### config.mk
export PLATFORM = sky130hd
export DESIGN_NAME = seq_detect_param
export DESIGN_NICKNAME = d
export VERILOG_FILES = /design/src/rtl/seq_detect_param.sv
export SDC_FILE = /design/constraint.sdc
export NUM_CORES = 1
export LEC_CHECK = 0
export BUFFER_PORTS_ARGS = -buffer_cell sky130_fd_sc_hd__buf_2
export CAP_MARGIN = 5
export CORE_AREA = 4 4 55 57
export DETAILED_ROUTE_END_ITERATION = 8
export DIE_AREA = 0 0 59 61
export HOLD_SLACK_MARGIN = 0.06
export PLACE_DENSITY_LB_ADDON = 0.3
export RECOVER_POWER = 25
export SYNTH_ARGS = -nofsm -noshare
export SYNTH_HDL_FRONTEND = slang
export SYNTH_SLANG_ARGS = --single-unit
### constraint.sdc
create_clock -name clk -period 5 [get_ports clk]
set_input_delay 0.25 -clock clk [delete_from_list [all_inputs] [get_ports clk]]
set_output_delay 0.25 -clock clk [all_outputs]
set_load 0.005 [all_outputs]
### src/rtl/seq_detect_param.sv
// seq_detect_param: serial pattern detector with loadable pattern, overlap control and saturating match counter.
module seq_detect_param #(
  parameter int PAT_W = 4,
  parameter logic [PAT_W-1:0] PAT_INIT = 4'b1001,
  parameter int CNT_W = 8,
  localparam int LW = $clog2(PAT_W+1)
) (
  input  logic             clk,
  input  logic             reset,
  input  logic             din,
  input  logic             din_valid,
  input  logic             overlap_en,
  input  logic             pat_load,
  input  logic [PAT_W-1:0] pat_in,
  input  logic             cnt_clr,
  output logic             dout,
  output logic [CNT_W-1:0] match_count,
  output logic [LW-1:0]    match_len
);
  localparam logic [LW-1:0] IDLE = '0;
  localparam logic [LW-1:0] FULL = LW'(PAT_W);
  localparam logic [CNT_W-1:0] CMAX = '1;
  logic [PAT_W-1:0] pat;
  logic [LW-1:0] bord, base, nxt;
  logic [PAT_W:0] sh, hist;
  logic live, acc;
  // longest j<=lim whose low j bits of h equal the pattern's top j bits
  function automatic logic [LW-1:0] longest(input logic [PAT_W-1:0] p, input logic [PAT_W:0] h, input int lim);
    logic [PAT_W:0] t, m;
    longest = '0;
    for (int j = 1; j <= PAT_W; j++) begin
      t = {1'b0, p} >> (PAT_W - j);
      m = ~({(PAT_W+1){1'b1}} << j);
      if (j <= lim && ((h ^ t) & m) == '0) longest = LW'(j);
    end
  endfunction
  always_comb begin
    bord = longest(pat, {1'b0, pat}, PAT_W - 1);
    base = (match_len == FULL) ? (overlap_en ? bord : IDLE) : match_len;
    sh = {1'b0, pat} >> (PAT_W - int'(base));
    hist = {sh[PAT_W-1:0], din};
    nxt = longest(pat, hist, int'(base) + 1);
    acc = live && din_valid && !pat_load && nxt == FULL;
  end
  // live is the release flop: logic runs from the second edge after reset deasserts
  always_ff @(posedge clk or negedge reset)
    if (!reset) begin
      live <= 1'b0;
      pat <= PAT_INIT;
      match_len <= IDLE;
      dout <= 1'b0;
      match_count <= '0;
    end else begin
      live <= 1'b1;
      dout <= acc;
      if (live) begin
        if (pat_load) begin
          pat <= pat_in;
          match_len <= IDLE;
        end else if (din_valid) match_len <= nxt;
        match_count <= cnt_clr ? '0 : (acc && match_count != CMAX) ? match_count + 1'b1 : match_count;
      end
    end
endmodule

==> reports/summary.txt <==
==========================================================================================
Clock tree from TritonCTS                                                             done
Register bit count reported by yosys                                                    17
Effective utilization at floorplan                                                   58.3%
Endpoint required time on the critical path                                        5190 ps
Avg Cell Area, Syn                                                                9.08 um2
Final Cell Area                                                                   1580 um2
Global router's overall resource usage                                               20.9%
Simple-gate share of the synthesized area                                            25.6%
Setup TNS                                                                             0 ps
Share of cells above drive strength 1                                                24.3%
Number of core rows                                                                     18
Async set-or-reset flop fraction in the synthesized netlist                           100%
Area growth syn-to-layout                                                            9.71%
Critical Setup Path Class                                                     flop to flop
Cell Int Power                                                                      219 uW
Via count of the first global-routing pass                                            1212
I/O pin cnt                                                                             23
Path type of the worst min-delay path                                         input pin to flop
Type of destination of the critical path                                              flop
Multiplexer share of the synthesized area                                            5.55%
Setup slack of the worst register-to-register path                                 1490 ps
FILL cells                                                                             236
Number of antenna violations at the first check in global routing                        0
Share of synthesized cell area in full adder, half adder and majority cells          4.33%
Avg WL per Cell                                                                    16.6 um
RSZ-0062 raised after global routing                                                    no
CP Launch Point                                                               match_len[0]
Sw Share                                                                             35.2%
Die area                                                                          3600 um2
Master of the slowest instance on the critical path                                dfrtp_1
Final Skew                                                                         5.74 ps
Highest net fanout along the worst path                                                 10
Power density cells                                                             213 nW/um2
Finish-stage setup viols                                                                 0
H-tree level count                                                                       1
Cells resized by post-CTS repair                                                         0
Length in cells of the worst reg-to-reg path                                            11
Startpoint types                                                                      flop
Sequential Power Share                                                               50.5%
Number of different library cells in the post-synthesis netlist                         62
Proportion of power drawn by the clock network                                       23.0%
Data arrival time at the worst-slack endpoint                                      3690 ps
Yosys warnings                                                                           0
DRC violation count after routing                                                        0
Die height                                                                           61 um
Cell chosen for the clock root                                                    clkbuf_4
Combinational share of power                                                         26.5%
Count of flip-flops with a built-in enable after synthesis                               0
Area after DPL                                                                    1550 um2
Combinational family with the most area after synthesis                       simple AND/OR/NAND/NOR gates
Number of I/O port buffers                                                              22
Setup crit end                                                                match_count[1]
Max Clk Rate                                                                       285 MHz
Result of the run                                                             complete, no violations
Pin count of the biggest net entering global routing                                    18
DRT Pass-1 Iters                                                                         4
Wire length of the first global-routing pass                                       5790 um
# nets final                                                                           194
Via density                                                                           6.51
Max-capacitance violation count                                                          0
Tightest Pin Transition                                                             909 ps
Final critical path time including I/O delays and setup                            3510 ps
Routability congestion estimate from global placement                                0.912
Fraction of the mapped netlist area in compound gates                                24.4%
Horizontal die dimension                                                             59 um
Starting DRT DRC Count                                                                  93
Ant. Diodes                                                                              0
Launch instance of the worst register-to-register path                        match_len[0]
Residual antenna-violating net count after detailed routing                              0
Max Root-Sink Buffers                                                                    2
Floorplan core area                                                               2480 um2
Hold Violations, Final                                                                   0
Sequential element share of the synthesized area                                     29.6%
Reg2Reg Capture Point                                                         match_count[1]
P_sw                                                                                119 uW
Cell area after synthesis                                                         1440 um2
Routed via count                                                                      1347
Relative slew slack                                                                  39.4%
CP cell instances                                                             inv_1, and3_1, a31o_2, ha_1, o21ai_0, a22oi_1, nor4b_2, nand4_1, mux2i_2, nand2_2, a311o_1
Clock slew seen by the registers of the worst setup and hold paths                  110 ps
Peak supply drop                                                                0.000250 V
Pins Over Slew Limit                                                                     0
Number of buffers created by CTS                                                         3
HPWL after detailed placement                                                      2500 um
Fraction of the cycle the final worst path needs                                     70.1%
Xor and xnor fraction of the mapped netlist area                                     4.85%
Clock latency at the later pin of the worst-skew pair                               300 ps
Most used cells in the layout excluding fill and tap cells                    buf_2 (21), dfrtp_1 (15), nand3_1 (9)
Leftover overflow at the end of global routing                                           0
Num Clock Sinks                                                                         17
Gate Count Post-Synth                                                                  159
Most common flop cell mapped by yosys                                              dfrtp_1
Leakage power figure                                                              0.720 nW
Peak per-stage delay on the critical path                                           570 ps
Syn Nets                                                                               175
Commonest non-fill, non-tap cell in the layout                                       buf_2
Overall routed net length                                                          3440 um
==========================================================================================
final cells by class:
class	instances	area (um2)	area share, %
multi-input combinational	125	940	59.3
clock inverter	1	7.51	0.474
tap	30	37.5	2.37
timing repair buffer	23	119	7.50
clock buffer	3	22.5	1.42
inverter	8	30.0	1.90
sequential	17	428	27.0
cell families (layout without fill, tap and decap cells):
group / count (synthesis) / in the layout
compound gates: 43 / 43
flops: 17 / 17
buf+inv: 17 / 35
mux: 7 / 7
xor+xnor: 8 / 8
fa+ha+maj: 5 / 5
other cells: 1 / 1
simple gates: 61 / 61
cells in the mapped netlist (5+ instances only):
library cell,count,area [um2]
dfrtp_1,15,375
mux2_2,5,56.3
o21ai_0,5,25.0
and3_1,6,37.5
nand3_1,9,45.0
ha_1,5,62.6
nand2_1,7,26.3
inv_1,7,26.3
nand4_1,7,43.8
xnor2_1,6,52.6
nor2_1,6,22.5
power by group through the flow:
stage | Sequential, mW | Clock (mW) | Combinational (mW)
after floorplan | 0.155 | 0 | 0.0794
after global placement | 0.171 | 0 | 0.0848
after detailed placement | 0.172 | 0 | 0.0877
after CTS | 0.170 | 0.0773 | 0.0890
after global routing | 0.172 | 0.0849 | 0.0997
final | 0.170 | 0.0777 | 0.0894
per-stage QoR:
| step | std cells | setup WS, ps | util, % | power (mW) | hold slack (ps) |
|---|---|---|---|---|---|
| 4_1_cts | 207 | 1520 | 64.0 | 0.336 | 163 |
| 2_1_floorplan | 159 | 1940 | - | 0.235 | -45.6 |
| 5_1_grt | 207 | 1330 | 63.9 | 0.357 | 158 |
| 3_3_place_gp | 202 | 1640 | 62.4 | 0.256 | 186 |
| 3_5_place_dp | 202 | 1550 | 62.4 | 0.260 | 188 |
| 6_report | 207 | 1490 | 63.9 | 0.337 | 159 |
worst min path at each step:
stage | from | endpoint | cells after the start
after CTS | pat_load | dout | 2
after detailed placement | reset | dout | 1
after global routing | pat_load | dout | 2
after floorplan | reset | dout | 0
after global placement | reset | match_len[2] | 1
final | pat_load | dout | 2
worst max-delay path: cells and delay by family (launching register included):
kind	cells	cell delay [ps]
and+or+nand+nor	4	850
AOI/OAI and AO/OA	4	1000
DFF	1	570
adders and majority gates	1	420
buffers and inverters	1	130
muxes	1	420
layer usage:
metal | vias to the layer above | global-route usage (%) | routed length, um | share of wire, %
met5 | - | 0 | 0 | 0
met4 | 0 | 7.44 | 59 | 1.7
met3 | 8 | 2.77 | 108 | 3.1
met2 | 45 | 33.0 | 1690 | 49
met1 | 650 | 29.3 | 1580 | 46
li1 | 644 | - | - | -
state kept, by name (all words and copies together) (netlist names):
name,flops
pat,4
live,1
match_count,8
match_len,3
dout,1
what timing repair did:
action	in CTS	in global routing
hold buffers	1	0
setup buffers	0	0
hold endpoints to repair	15	0
Note: power is estimated with default switching activity, not from simulation.
